<file path="src/rtl/sonar_varredura_if.sv">
// sonar_varredura_if: trigger/done handshakes between the sweep
// controller and the ultrasonic sensor / serial TX blocks.
interface sonar_varredura_if;
  logic mede;
  logic sensor_pronto;
  logic transmite;
  logic serial_pronto;

  modport master (
    output mede,
    output transmite,
    input  sensor_pronto,
    input  serial_pronto
  );

  modport slave (
    input  mede,
    input  transmite,
    output sensor_pronto,
    output serial_pronto
  );
endinterface

</file>
<file path="src/rtl/sonar_varredura.sv">
// sonar_varredura: servo sweep controller; dwells, measures and
// ships one distance per position, ping-pong or wrap sweep.
module sonar_varredura #(
  parameter int N_POS     = 8,
  parameter int POS_W     = 3,
  parameter int DWELL     = 100_000_000,
  parameter int DWELL_W   = 27,
  parameter int TIMEOUT   = 2_500_000,
  parameter int TIMEOUT_W = 22
) (
  input  logic             clock,
  input  logic             reset,
  input  logic             ligar,
  input  logic             modo,
  sonar_varredura_if.master hs,
  output logic [POS_W-1:0] sel_posicao,
  output logic             direcao,
  output logic             fim_varredura,
  output logic             erro_medida,
  output logic [3:0]       db_estado
);

  typedef enum logic [2:0] {
    INICIAL       = 3'd0,
    POSICIONA     = 3'd1,
    MEDE          = 3'd2,
    ESPERA_MEDIDA = 3'd3,
    TRANSMITE     = 3'd4,
    ESPERA_TX     = 3'd5,
    PROX_POS      = 3'd6
  } estado_t;

  localparam logic [POS_W-1:0] P_ONE =
    POS_W'(1);
  localparam logic [POS_W-1:0] P_LAST =
    POS_W'(N_POS - 1);
  localparam logic [POS_W-1:0] P_PEN =
    POS_W'((N_POS > 1) ? N_POS - 2 : 0);
  localparam logic [DWELL_W-1:0] DW_LAST =
    DWELL_W'(DWELL - 1);
  localparam logic [DWELL_W-1:0] DW_ONE =
    DWELL_W'(1);
  localparam logic [TIMEOUT_W-1:0] TO_LAST =
    TIMEOUT_W'(TIMEOUT - 1);
  localparam logic [TIMEOUT_W-1:0] TO_ONE =
    TIMEOUT_W'(1);
  localparam bit UNICA = (N_POS == 1);

  estado_t              estado;
  logic [DWELL_W-1:0]   dwell_cnt;
  logic [TIMEOUT_W-1:0] tmo_cnt;

  logic             at_last;
  logic             at_zero;
  logic             r_single;
  logic             r_wrap;
  logic             r_up;
  logic             r_down;
  logic [POS_W-1:0] nxt_pos;
  logic             nxt_dir;
  logic             nxt_fim;

  assign db_estado = {1'b0, estado};

  // Next position, evaluated while in PROX_POS.
  always_comb begin
    at_last  = (sel_posicao == P_LAST);
    at_zero  = (sel_posicao == '0);
    r_single = UNICA;
    r_wrap   = !UNICA && modo;
    r_up     = !UNICA && !modo && !direcao;
    r_down   = !UNICA && !modo && direcao;
    nxt_pos  = sel_posicao + P_ONE;
    nxt_dir  = 1'b0;
    nxt_fim  = 1'b0;
    unique case (1'b1)
      r_single: begin
        nxt_pos = '0;
        nxt_fim = 1'b1;
      end
      r_wrap: begin
        if (at_last) begin
          nxt_pos = '0;
          nxt_fim = 1'b1;
        end
      end
      r_up: begin
        if (at_last) begin
          nxt_pos = P_PEN;
          nxt_dir = 1'b1;
          nxt_fim = 1'b1;
        end
      end
      r_down: begin
        nxt_pos = sel_posicao - P_ONE;
        nxt_dir = 1'b1;
        if (at_zero) begin
          nxt_pos = P_ONE;
          nxt_dir = 1'b0;
          nxt_fim = 1'b1;
        end
      end
      default: begin
      end
    endcase
  end

  always_ff @(posedge clock or posedge reset) begin
    if (reset) begin
      estado        <= INICIAL;
      dwell_cnt     <= '0;
      tmo_cnt       <= '0;
      sel_posicao   <= '0;
      direcao       <= 1'b0;
      erro_medida   <= 1'b0;
      fim_varredura <= 1'b0;
      hs.mede       <= 1'b0;
      hs.transmite  <= 1'b0;
    end else begin
      hs.mede       <= 1'b0;
      hs.transmite  <= 1'b0;
      fim_varredura <= 1'b0;
      if (!ligar) begin
        // erro_medida survives a turn-off on purpose
        estado      <= INICIAL;
        dwell_cnt   <= '0;
        tmo_cnt     <= '0;
        sel_posicao <= '0;
        direcao     <= 1'b0;
      end else begin
        unique case (estado)
          INICIAL: begin
            sel_posicao <= '0;
            direcao     <= 1'b0;
            dwell_cnt   <= '0;
            tmo_cnt     <= '0;
            estado      <= POSICIONA;
          end
          POSICIONA: begin
            if (dwell_cnt == DW_LAST) begin
              dwell_cnt <= '0;
              hs.mede   <= 1'b1;
              estado    <= MEDE;
            end else begin
              dwell_cnt <= dwell_cnt + DW_ONE;
            end
          end
          MEDE: begin
            tmo_cnt <= '0;
            estado  <= ESPERA_MEDIDA;
          end
          ESPERA_MEDIDA: begin
            if (hs.sensor_pronto) begin
              erro_medida  <= 1'b0;
              hs.transmite <= 1'b1;
              tmo_cnt      <= '0;
              estado       <= TRANSMITE;
            end else if (tmo_cnt == TO_LAST) begin
              erro_medida <= 1'b1;
              tmo_cnt     <= '0;
              estado      <= PROX_POS;
            end else begin
              tmo_cnt <= tmo_cnt + TO_ONE;
            end
          end
          TRANSMITE: begin
            estado <= ESPERA_TX;
          end
          ESPERA_TX: begin
            if (hs.serial_pronto) begin
              estado <= PROX_POS;
            end
          end
          PROX_POS: begin
            sel_posicao   <= nxt_pos;
            direcao       <= nxt_dir;
            fim_varredura <= nxt_fim;
            estado        <= POSICIONA;
          end
          default: begin
            estado <= INICIAL;
          end
        endcase
      end
    end
  end

endmodule

</file>
<file path="src/flat_wrapper.sv">
// flat-port wrapper written by rule: the top's interface ports become plain ports
module sonar_varredura_flat 
#(
  parameter int N_POS     = 8,
  parameter int POS_W     = 3,
  parameter int DWELL     = 100_000_000,
  parameter int DWELL_W   = 27,
  parameter int TIMEOUT   = 2_500_000,
  parameter int TIMEOUT_W = 22
)
  (clock, reset, ligar, modo, sel_posicao, direcao, fim_varredura, erro_medida, db_estado, hs_mede, hs_transmite, hs_sensor_pronto, hs_serial_pronto);
  sonar_varredura_if hs_i ();
  input  logic clock;
  input  logic reset;
  input  logic ligar;
  input  logic modo;
  output logic [POS_W-1:0] sel_posicao;
  output logic direcao;
  output logic fim_varredura;
  output logic erro_medida;
  output logic [3:0] db_estado;
  output wire logic [$bits(hs_i.mede)-1:0] hs_mede;
  output wire logic [$bits(hs_i.transmite)-1:0] hs_transmite;
  input wire logic [$bits(hs_i.sensor_pronto)-1:0] hs_sensor_pronto;
  input wire logic [$bits(hs_i.serial_pronto)-1:0] hs_serial_pronto;
  assign hs_mede = hs_i.mede;
  assign hs_transmite = hs_i.transmite;
  assign hs_i.sensor_pronto = hs_sensor_pronto;
  assign hs_i.serial_pronto = hs_serial_pronto;
  sonar_varredura #(.N_POS(N_POS), .POS_W(POS_W), .DWELL(DWELL), .DWELL_W(DWELL_W), .TIMEOUT(TIMEOUT), .TIMEOUT_W(TIMEOUT_W)) u_core (.clock(clock), .reset(reset), .ligar(ligar), .modo(modo), .hs(hs_i), .sel_posicao(sel_posicao), .direcao(direcao), .fim_varredura(fim_varredura), .erro_medida(erro_medida), .db_estado(db_estado));
endmodule
</file>
<file path="config.mk">
export PLATFORM = sky130hd
export DESIGN_NAME = sonar_varredura_flat
export DESIGN_NICKNAME = d
export VERILOG_FILES = /design/src/rtl/sonar_varredura_if.sv /design/src/rtl/sonar_varredura.sv /design/src/flat_wrapper.sv
export SDC_FILE = /design/constraint.sdc
export NUM_CORES = 1
export LEC_CHECK = 0
export BUFFER_PORTS_ARGS = -buffer_cell sky130_fd_sc_hd__buf_2
export CAP_MARGIN = 40
export CORE_ASPECT_RATIO = 1.75
export CORE_MARGIN = 2
export CORE_UTILIZATION = 41
export CTS_CLUSTER_SIZE = 30
export DETAILED_ROUTE_END_ITERATION = 8
export GPL_TIMING_DRIVEN = 0
export SYNTH_ARGS = -nofsm -noshare
export SYNTH_HDL_FRONTEND = slang
export SYNTH_SLANG_ARGS = --single-unit
export TNS_END_PERCENT = 5
</file>
<file path="constraint.sdc">
create_clock -name clock -period 3.8 [get_ports clock]
set_input_delay 1.14 -clock clock [delete_from_list [all_inputs] [get_ports clock]]
set_output_delay 1.14 -clock clock [all_outputs]
set_load 0.02 [all_outputs]
</file>
# Word level (Yosys, flattened, before mapping)
# Cells that the tools add are included.
[word_totals]
ff_bits = 60
in_bits = 6
elab_cells = 76
[op_classes]
n_eq_ne = 15
reduce_logical = 12
addsub = 4
n_mux = 36
[ops]
columns = ["op", "n"]
rows = [
  ["22-bit 2-to-1 mux", 3],
  ["27-bit 2-to-1 mux", 2],
  ["27-bit one-hot mux with 2 select lines", 1],
  ["22-bit one-hot mux with 2 select lines", 1],
  ["27-bit by 1-bit adder with 27-bit output, second input constant", 1],
  ["27-bit == test, second input constant", 1],
  ["3-bit 2-to-1 mux", 9],
  ["22-bit by 1-bit adder with 22-bit output, second input constant", 1],
  ["22-bit == test, second input constant", 1],
  ["3-bit one-hot mux with 6 select lines", 1],
  ["1-bit 2-to-1 mux", 14],
  ["3-bit == test, second input constant", 4],
  ["3-bit one-hot mux with 3 select lines", 1],
  ["3-bit by 2-bit == test with 1-bit output, second input constant", 2],
  ["3-bit zero test", 2],
  ["3-bit by 1-bit inequality test with 1-bit output, second input constant", 2],
  ["3-bit by 2-bit inequality test with 1-bit output, second input constant", 2],
  ["1-bit one-hot mux with 2 select lines", 3],
  ["3-bit one-hot mux with 2 select lines", 1],
  ["3-bit AND reduction", 2],
  ["2-bit OR reduction", 3],
  ["4-bit by 3-bit inequality test with 1-bit output, second input constant", 1],
  ["3-bit by 1-bit adder with 3-bit output, second input constant", 1],
  ["3-bit by 1-bit == test with 1-bit output, second input constant", 1],
  ["5 further kinds", 7],
]

# Depth between registers and ports, before layout
# Gate-level depths: netlist (run 1).
[depth]
depth_word = 6
mapped_depth = 8
ltp_nobuf = 8

# Least setup slack after synthesis (run 1)
# OpenSTA, ideal clock, no wires.
[synth_timing]
kind = "input port to flip-flop"
start = "input port ligar"
end = "register u_core.tmo_cnt[6]"
slack_ps = 1302
cell_stages = 8
arrival_time_ps = 2416
path_cell_list = "buf_2 inv_1 or2_2 a211oi_2 buf_2 buf_4 nand2_1 a31oi_1"
[synth_between]
elab_chain_len = 1
[synth_rtl]
columns = ["element", "line", "source"]
rows = [
  ["start, declared", "flat_wrapper.sv:15", "input logic ligar;"],
  ["3-bit by 2-bit inequality test with 1-bit output (no source line) / 22-bit 2-to-1 mux (equally long branches)", "-", ""],
  ["end signal, assigned", "sonar_varredura.sv:163", "tmo_cnt <= tmo_cnt + TO_ONE;"],
  ["end, declared", "sonar_varredura.sv:51", "logic [TIMEOUT_W-1:0] tmo_cnt;"],
]
# Several ways; a longest one is shown, not always the timed one.
# A chain may end at the register's enable or synchronous reset.

# Worst setup path in the final report (run 1)
# Same ends and word-level chain as after synthesis.

==> results of run 1 <==
==> kinds of logic after synthesis <==
group,after synthesis,synth area share
AOI/OAI and AO/OA,121,0.221
other,1,0.00105
adders and majority gates,8,0.0280
and+or+nand+nor,167,0.251
buffers and inverters,42,0.0525
muxes,6,0.0186
DFF,60,0.420
xor gates and xnor gates,3,0.00735
==> stage by stage <==
stage	worst slack, ns	power, mW	area [um2]	instances	hold slack [ns]
after floorplan	1.18	0.976	3570	408	0.445
after CTS	1.34	1.98	4130	557	0.482
after global placement	0.253	1.09	3790	540	0.470
final	1.36	1.96	4130	557	0.487
after detailed placement	0.994	1.10	3810	541	0.473
after global routing	1.15	2.07	4130	557	0.512
==> state kept, by name, indices dropped and copies added, names as in the netlist <==
signal and count:
u_core.hs.mede 1, u_core.erro_medida 1, u_core.hs.transmite 1, u_core.tmo_cnt 22
u_core.estado 3, u_core.fim_varredura 1, u_core.sel_posicao 3, u_core.dwell_cnt 27
u_core.direcao 1
==> power by group <==
group	internal (mW)	total [mW]	switching, mW
registers	0.663	0.680	0.0176
clock network	0.591	0.879	0.288
logic	0.123	0.403	0.280
total	1.38	1.96	0.586
==> area by class of cell <==
class / instances / area, um2 / area share
flip-flops and latches: 60 / 1500 / 0.363
clock buffers: 12 / 246 / 0.0596
well taps: 117 / 146 / 0.0354
inverters: 20 / 75.1 / 0.0182
plain buffers: 22 / 113 / 0.0272
repair buffers: 16 / 95.1 / 0.0230
clock inverters: 4 / 72.6 / 0.0176
multi-input cells: 306 / 1880 / 0.456
==> worst paths after layout <==
| check | from | endpoint | cells after the start | slack, ns |
|---|---|---|---|---|
| worst max register to register | u_core.tmo_cnt[0]$_DFFE_PP0P_ | u_core.tmo_cnt[6]$_DFFE_PP0P_ | 8 | 1.49 |
| worst min register to register | u_core.dwell_cnt[24]$_DFFE_PP0P_ | u_core.dwell_cnt[24]$_DFFE_PP0P_ | 1 | 0.49 |
| min in group asynchronous | reset | u_core.hs.transmite$_DFF_PP0_ | 2 | 0.86 |
| max in group asynchronous | reset | u_core.dwell_cnt[0]$_DFFE_PP0P_ | 3 | 2.34 |
| worst min-delay path | u_core.dwell_cnt[24]$_DFFE_PP0P_ | u_core.dwell_cnt[24]$_DFFE_PP0P_ | 1 | 0.49 |
| worst max-delay path | ligar | u_core.tmo_cnt[6]$_DFFE_PP0P_ | 8 | 1.36 |
==> cells in the final DEF (no fill, tap or decap), types with 9 or more instances in the layout <==
cell,n
nor2_1,27
buf_2,27
a41oi_1,9
o21ai_0,24
a31oi_1,28
dfrtp_1,60
a21oi_1,23
nand2_1,44
nand4_1,13
clkbuf_16,9
clkbuf_1,9
inv_1,19
nand3_1,23
==> metal layers <==
metal  track usage  vias to the layer above  wire length [um]
met5             0                        -                 0
met4        0.0882                        0               235
met3        0.0457                       19               257
met2         0.360                       66              4830
met1         0.227                     1578              3650
li1              -                     1582                 -
==> cell usage after synthesis (6+ instances only) <==
cell type  count  area share
or3_1          6       0.011
a41oi_1        9       0.022
inv_1         20       0.021
nand2_1       44       0.046
o21ai_0       24       0.034
dfrtp_1       60        0.42
a31oi_1       28       0.049
nor3_1         6      0.0084
nand4_1       13       0.023
nand2b_1       6       0.011
ha_1           8       0.028
a22o_1         8       0.020
buf_2         12       0.017
a21oi_1       23       0.032
nand3_1       23       0.032
and3_1         8       0.014
nor2_1        27       0.028
clkbuf_1       7      0.0074
==> worst max-delay path: stages <==
cell and delay [ns]:
buf_2 0.16, inv_1 0.10, or2_2 0.30, a211oi_2 0.25, buf_2 0.29, buf_4 0.23
nand2_1 0.07, a31oi_1 0.15
==> results.toml, run 1 <==
[status]
status = "complete, no violations"

[floorplanning]
chipWidth_um = 74.6
core-area_um2 = 8560
ios = 18
initial_utilization = 0.418
row_count = 45
die_h_um = 128
die_area_um2 = 9510

[clocking]
holdBufCountCts = 0
htree_num_levels = 3
root_buffer = "clkbuf_16"
post_cts_buffers = 0
worst_skew_pair.late_latency_ns = 0.33
clk_path_buf_depth = 2
clock_sinks = 60
cts_resized = 0
clk_pin_slew_ns = 0.05
cts_buffers = 9
cts_tree = "done"

[placed_design]
io_buffers = 15
gp_congestion = 0.843
place_hpwl_um = 6360

[critical_path]
worstSetupStartpointType = "input port"
cp_max_fo = 10
required_ns = 4.05
worstSetupPathType = "in2reg"
arrival_ns = 2.70
worstSetupEndpointType = "flop"

[global_routing]
antenna_found_initial = 0
grtUsageTotal = 0.204
grt_pass1_wl_um = 14800
grt-ovfl-total = 0
grt_max_degree = 37
grt_pass1_vias = 3009

[synth]
synth_area_um2 = 3570
ys_ff_latch = 60
syn-mean-instance-area_um2 = 8.76
synth_nets = 422
synth_cell_types = 62
ys_async_sr_fraction = 1.00
synth_edf_count = 0
synthCells = 408
yosysWarningCount = 0
seq_area_frac_synth = 0.420
synth_flop_cell = "dfrtp_1"

[detailed_routing]
first_iter_violations = 229
first_pass_iters = 4
drtAntennaViolNets = 0
wl_um = 8970
drcViolationCount = 0
wl_per_cell_um = 16.1
vias = 3245
vias_per_cell = 5.83

[cells_and_area]
final_nets = 449
area_growth_pct = 15.7
fillers = 871
post-route-util = 0.483
antenna_cells = 0
drive_gt1_frac = 0.136

[power]
ir_drop_uv = 270
power_density_nw_per_um2 = 475
p_leak_nw = 1.76

[sta]
clock.fmax_mhz = 409
period_share = 0.643
worst_slew_pin_slew_ns = 0.732
finalHoldViolCount = 0
slew-limit-headroom = 0.510
setup-tns-final_ns = 0
slew_viol_final = 0
rsz0062_at_grt = "false"
finalSetupViolCount = 0
min_period_ns = 2.44
clock_skew_ns = 0.00877

[min_path]
min_path_type = "reg2reg"

[job]
maxCapViolCount = 0
(Power assumes the default switching activity.)
==> inputs of run 2 (changes only) <==
--- a/config.mk
+++ b/config.mk
@@ -5,6 +5,7 @@
 export SDC_FILE = /design/constraint.sdc
 export NUM_CORES = 1
 export LEC_CHECK = 0
+export ABC_AREA = 1
 export BUFFER_PORTS_ARGS = -buffer_cell sky130_fd_sc_hd__buf_2
 export CAP_MARGIN = 40
 export CORE_ASPECT_RATIO = 1.75
==> constraint.sdc (replaced) <==
create_clock -name clock -period 2.4 [get_ports clock]
set_input_delay 0.72 -clock clock [delete_from_list [all_inputs] [get_ports clock]]
set_output_delay 0.72 -clock clock [all_outputs]
set_load 0.02 [all_outputs]
==> run 2 against run 1 <==
Setup slack worse by 0.77 ns. Combinational power up 73%. Largest cell class unchanged. Register-to-register slack worse by 0.90 ns. Hold slack worse by 0.047 ns. Final cell count up 21%. Non-clock buffer count down 15. Critical path depth up 1.
==> results.toml, run 2 <==
[cells_and_area]
post-route-util = 0.478
area_growth_pct = 15.1
drive_gt1_frac = 0.119
reg.largest.list = "u_core.dwell_cnt: 27 flops, u_core.tmo_cnt: 22 flops"
final_cells = 676
mostFrequentLayoutCells = "nand2_1 (142), nor2_1 (88), dfrtp_1 (60)"
largest_register_ffs = 27
regArea_um2 = 1500
final_common_cell = "nand2_1"
multi_input_area_um2 = 1930
top_register = "u_core.dwell_cnt"
fillers = 953
final_nets = 565
antenna_cells = 0

[global_routing]
grt-ovfl-total = 0
grtUsageTotal = 0.201
grt_max_degree = 39
antenna_found_initial = 0
grt_pass1_wl_um = 15600
grt_pass1_vias = 3395

[floorplanning]
chipWidth_um = 76.1
row_count = 46
ios = 18
die_h_um = 130
initial_utilization = 0.415
core-area_um2 = 8980
die_area_um2 = 9900

[critical_path]
r2r_slack_ns = 0.59
cp-startpoint = "u_core.dwell_cnt[1]$_DFFE_PP0P_"
reg2reg_to = "u_core.dwell_cnt[16]$_DFFE_PP0P_"
worst_path_max_delay_cell = "dfrtp_1"
critical-path-max-stage-delay_ns = 0.39
arrival_ns = 2.03
worstSetupPathType = "reg2reg"
cp_max_fo = 10
rr_startpoint = "u_core.dwell_cnt[1]$_DFFE_PP0P_"
worstSetupStartpointType = "flop"
worstSetupEndpointType = "flop"
crit_path_cell_trace = "ha_1 > nand3_1 > nor2_4 > nand2_2 > o21ai_4 > nand2_4 > clkinv_2 > buf_6 > nor2_1"
required_ns = 2.62
crit_path_end = "u_core.dwell_cnt[16]$_DFFE_PP0P_"
reg2reg_depth = 9

[power]
clkPwrFrac = 0.436
seqPwrFrac = 0.344
p_leak_nw = 1.94
internal_power_mw = 2.14
switching_share = 0.325
power.switching_mw = 1.03
ir_drop_uv = 449
comb_power_share = 0.220
power_density_nw_per_um2 = 740

[clocking]
clk_path_buf_depth = 2
clk_pin_slew_ns = 0.06
cts_resized = 0
worst_skew_pair.late_latency_ns = 0.33
post_cts_buffers = 0
root_buffer = "clkbuf_16"
holdBufCountCts = 0
cts_tree = "done"
clock_sinks = 60
htree_num_levels = 3
cts_buffers = 9

[sta]
finalSetupViolCount = 0
finalHoldViolCount = 0
worst_slew_pin_slew_ns = 0.551
min_period_ns = 1.81
period_share = 0.756
clock.fmax_mhz = 551
slew_viol_final = 0
clock_skew_ns = 0.00717
setup-tns-final_ns = 0
worst_slack_ns = 0.586
slew-limit-headroom = 0.632
rsz0062_at_grt = "false"

[synth]
synthTopCellsByArea = "dfrtp_1 (40%), nand2_1 (14%), nor2_1 (8.9%)"
ys_async_sr_fraction = 1.00
yosysWarningCount = 0
synth_edf_count = 0
synth_area_um2 = 3730
yosysMostFrequentCell = "nand2_1"
synth.top_cell.area_share = 0.403
seq_area_frac_synth = 0.403
syn-mean-instance-area_um2 = 7.11
synth_area_leader_cell = "dfrtp_1"
synth_nets = 538
synthCells = 524
yosys-top-cells-count = "nand2_1 (142), nor2_1 (88), dfrtp_1 (60), inv_1 (55), nand3_1 (46)"
ys_ff_latch = 60
synth_cell_types = 34
synth_flop_cell = "dfrtp_1"

[placed_design]
io_buffers = 15
dpl.cell_count = 660
gp_congestion = 0.934
pre_cts_ws_ns = 0.400
place_hpwl_um = 7000

[detailed_routing]
drcViolationCount = 0
wl_um = 9220
vias = 3405
vias_per_cell = 5.04
drtAntennaViolNets = 0
wl_per_cell_um = 13.6
first_iter_violations = 127
first_pass_iters = 5

[min_path]
min_path_type = "in2async"

[job]
maxCapViolCount = 0

[status]
status = "complete, no violations"
==> run 2: power groups by stage <==
stage	registers (mW)	logic (mW)	clock network, mW
2_1_floorplan	1.13	0.465	0
3_3_place_gp	1.11	0.698	0
3_5_place_dp	1.11	0.711	0
4_1_cts	1.09	0.712	1.42
5_1_grt	1.10	0.784	1.46
6_report	1.09	0.699	1.38
==> run 2: worst min path at each step <==
stage                                        to                        startpoint  slack, ns  cells past startpoint
2_1_floorplan  u_core.dwell_cnt[26]$_DFFE_PP0P_  u_core.dwell_cnt[26]$_DFFE_PP0P_       0.47                      2
3_3_place_gp     u_core.erro_medida$_DFFE_PP0P_    u_core.erro_medida$_DFFE_PP0P_       0.49                      1
3_5_place_dp     u_core.erro_medida$_DFFE_PP0P_    u_core.erro_medida$_DFFE_PP0P_       0.49                      1
4_1_cts          u_core.tmo_cnt[17]$_DFFE_PP0P_                             reset       0.44                      2
5_1_grt          u_core.tmo_cnt[17]$_DFFE_PP0P_                             reset       0.48                      2
6_report         u_core.tmo_cnt[17]$_DFFE_PP0P_                             reset       0.44                      2
==> run 2: metal layers <==
metal / wire (um) / global-route usage / up-vias
met5: 0 / 0 / -
met4: 301 / 0.116 / 0
met3: 209 / 0.0387 / 23
met2: 5160 / 0.395 / 51
met1: 3550 / 0.195 / 1604
li1: - / - / 1727
==> run 2: critical path: cells and delay by family (launching register included) <==
family | cells | cell delay (ns)
compound gates | 1 | 0.21
simple gates | 5 | 0.62
fa+ha+maj | 1 | 0.22
flops | 1 | 0.39
buf+inv | 2 | 0.26
==> run 2: area by class of cell <==
class,instances,share of cell area
Multi-Input combinational cell,392,0.450
Sequential cell,60,0.350
Inverter,65,0.0572
Clock buffer,10,0.0534
Tap cell,120,0.0350
Timing Repair Buffer,16,0.0222
Clock inverter,6,0.0207
Buffer,7,0.0114
==> run 2: kinds of logic after synthesis <==
kind of cell               share of synthesized area
AOI/OAI and AO/OA                             0.0624
xor gates and xnor gates                      0.0587
adders and majority gates                     0.0269
buffers and inverters                         0.0789
DFF                                            0.403
other                                        0.00101
and+or+nand+nor                                0.369
==> run 2: through the flow <==
step / area (um2) / power [mW] / hold WS (ns)
finish: 4290 / 3.17 / 0.440
global route: 4290 / 3.35 / 0.481
CTS: 4290 / 3.22 / 0.441
detailed placement: 3970 / 1.82 / 0.488
global placement: 3950 / 1.81 / 0.486
floorplan: 3730 / 1.60 / 0.471
==> inputs of run 3 (changes only) <==
==> constraint.sdc (replaced) <==
create_clock -name clock -period 1.8 [get_ports clock]
set_input_delay 0.54 -clock clock [delete_from_list [all_inputs] [get_ports clock]]
set_output_delay 0.54 -clock clock [all_outputs]
set_load 0.02 [all_outputs]
==> run 3 against run 2 <==
Register-to-register slack worse by 0.47 ns. Via count down 1.9%. Global-route usage down 0.12 points. Critical path depth unchanged. Clock power up 25%. Die area unchanged. Utilization up 0.21 points. First-iteration DRC count up 17%. Fmax up 8.0%.
==> results.toml, run 3 (same netlist as run 2, synthesis figures left out) <==
[job]
maxCapViolCount = 0

[power]
internal_power_mw = 2.77
switching_share = 0.330
seqPwrFrac = 0.353
comb_power_share = 0.229
total_power_mw = 4.13
clkPwrFrac = 0.418
power.switching_mw = 1.36
ir_drop_uv = 747
p_leak_nw = 1.93
power_density_nw_per_um2 = 959

[sta]
slew_viol_final = 0
worst_slack_ns = 0.120
worst_slew_pin_slew_ns = 0.760
clock_skew_ns = 0.00527
timing.hold.ws_ns = 0.332
rsz0062_at_grt = "false"
setup-tns-final_ns = 0
finalSetupViolCount = 0
slew-limit-headroom = 0.492
clock.fmax_mhz = 595
finalHoldViolCount = 0
period_share = 0.933
min_period_ns = 1.68

[critical_path]
arrival_ns = 1.89
cp_max_fo = 10
path_buf_inv = 2
worstSetupPathType = "reg2reg"
critical-path-max-stage-delay_ns = 0.39
worstSetupEndpointType = "flop"
worst_path_max_delay_cell = "dfrtp_1"
crit_path_cell_trace = "ha_2 > nand3_2 > nor2_4 > nand2_2 > o21ai_4 > nand2_4 > clkinv_2 > buf_6 > nor2_1"
required_ns = 2.01
timing.critical_path.max_delay_family = "simple AND/OR/NAND/NOR gates"
worstSetupStartpointType = "flop"

[cells_and_area]
final_common_cell = "nand2_1"
design_area_um2 = 4310
antenna_cells = 0
drive_gt1_frac = 0.131
top_register = "u_core.dwell_cnt"
final_nets = 566
mostFrequentLayoutCells = "nand2_1 (142), nor2_1 (86), dfrtp_1 (60)"
reg.largest.list = "u_core.dwell_cnt: 27 flops, u_core.tmo_cnt: 22 flops"
multi_input_area_um2 = 1950
fillers = 944
area_growth_pct = 15.6
regArea_um2 = 1500
largest_register_ffs = 27

[floorplanning]
core-area_um2 = 8980
die_h_um = 130
chipWidth_um = 76.1
initial_utilization = 0.415
row_count = 46
ios = 18
die_area_um2 = 9900

[clocking]
clock_sinks = 60
htree_num_levels = 3
worst_skew_pair.late_latency_ns = 0.33
cts_buffers = 9
clk_pin_slew_ns = 0.05
holdBufCountCts = 0
clk_path_buf_depth = 2
cts_tree = "done"
root_buffer = "clkbuf_16"

[detailed_routing]
wl_per_cell_um = 13.4
vias_per_cell = 4.93
drcViolationCount = 0
vias = 3340
first_pass_iters = 4
drtAntennaViolNets = 0
wl_um = 9070
first_iter_violations = 149

[placed_design]
place_area_um2 = 3980
place_hpwl_um = 6840
io_buffers = 15
gp_congestion = 0.949
pre_cts_ws_ns = -0.0122

[global_routing]
antenna_found_initial = 0
grt_pass1_wl_um = 15500
grt_max_degree = 33
grt-ovfl-total = 0
grt_pass1_vias = 3369
grtUsageTotal = 0.200

[status]
status = "complete, no violations"

[min_path]
min_path_type = "in2async"
## run 3: power by group through the flow
stage	combinational, mW	sequential, mW	clock [mW]
floorplan	0.621	1.51	0
global placement	0.931	1.48	0
detailed placement	0.940	1.48	0
CTS	0.954	1.46	1.77
global route	1.06	1.46	1.84
finish	0.948	1.46	1.73
## run 3: worst register-to-register path, cell delays in order (launching register included)
cell      delay (ns)
dfrtp_1         0.39
ha_2            0.23
nand3_2         0.11
nor2_4          0.14
nand2_2         0.11
o21ai_4         0.19
nand2_4         0.10
clkinv_2        0.10
buf_6           0.14
nor2_1          0.06
## run 3: per-stage QoR
stage	std cells	util
3_5_place_dp	660	0.443
5_1_grt	677	0.480
2_1_floorplan	524	-
3_3_place_gp	659	0.441
6_report	677	0.480
4_1_cts	677	0.477
## run 3: worst paths after layout
kind                                                 start                                to  slack [ns]  cells past startpoint
max                        u_core.dwell_cnt[1]$_DFFE_PP0P_  u_core.dwell_cnt[16]$_DFFE_PP0P_        0.12                      9
max reg2reg                u_core.dwell_cnt[1]$_DFFE_PP0P_  u_core.dwell_cnt[16]$_DFFE_PP0P_        0.12                      9
min reg2reg                 u_core.erro_medida$_DFFE_PP0P_    u_core.erro_medida$_DFFE_PP0P_        0.50                      1
min                                                  reset  u_core.dwell_cnt[11]$_DFFE_PP0P_        0.33                      2
max in group asynchronous                            reset          u_core.hs.mede$_DFF_PP0_        0.87                      3
min in group clock                        hs_sensor_pronto     u_core.hs.transmite$_DFF_PP0_        0.46                      3
## run 3: routing by layer
metal	global-route usage	wire length (um)
met5	0	0
met4	0.110	293
met3	0.0353	216
met2	0.399	5030
met1	0.193	3530
## run 3: cell type report
| cell class | instances | share of cell area |
|---|---|---|
| Sequential cell | 60 | 0.348 |
| Clock buffer | 10 | 0.0555 |
| Clock inverter | 6 | 0.0148 |
| Buffer | 7 | 0.0113 |
| Inverter | 65 | 0.0578 |
| Timing Repair Buffer | 17 | 0.0238 |
| Multi-Input combinational cell | 392 | 0.454 |
| Tap cell | 120 | 0.0348 |
## run 3: timing repair
item,in CTS,in global routing
resized for setup,0,6
setup endpoints to repair,10,22
buffers inserted,1,0
pin swaps,1,1
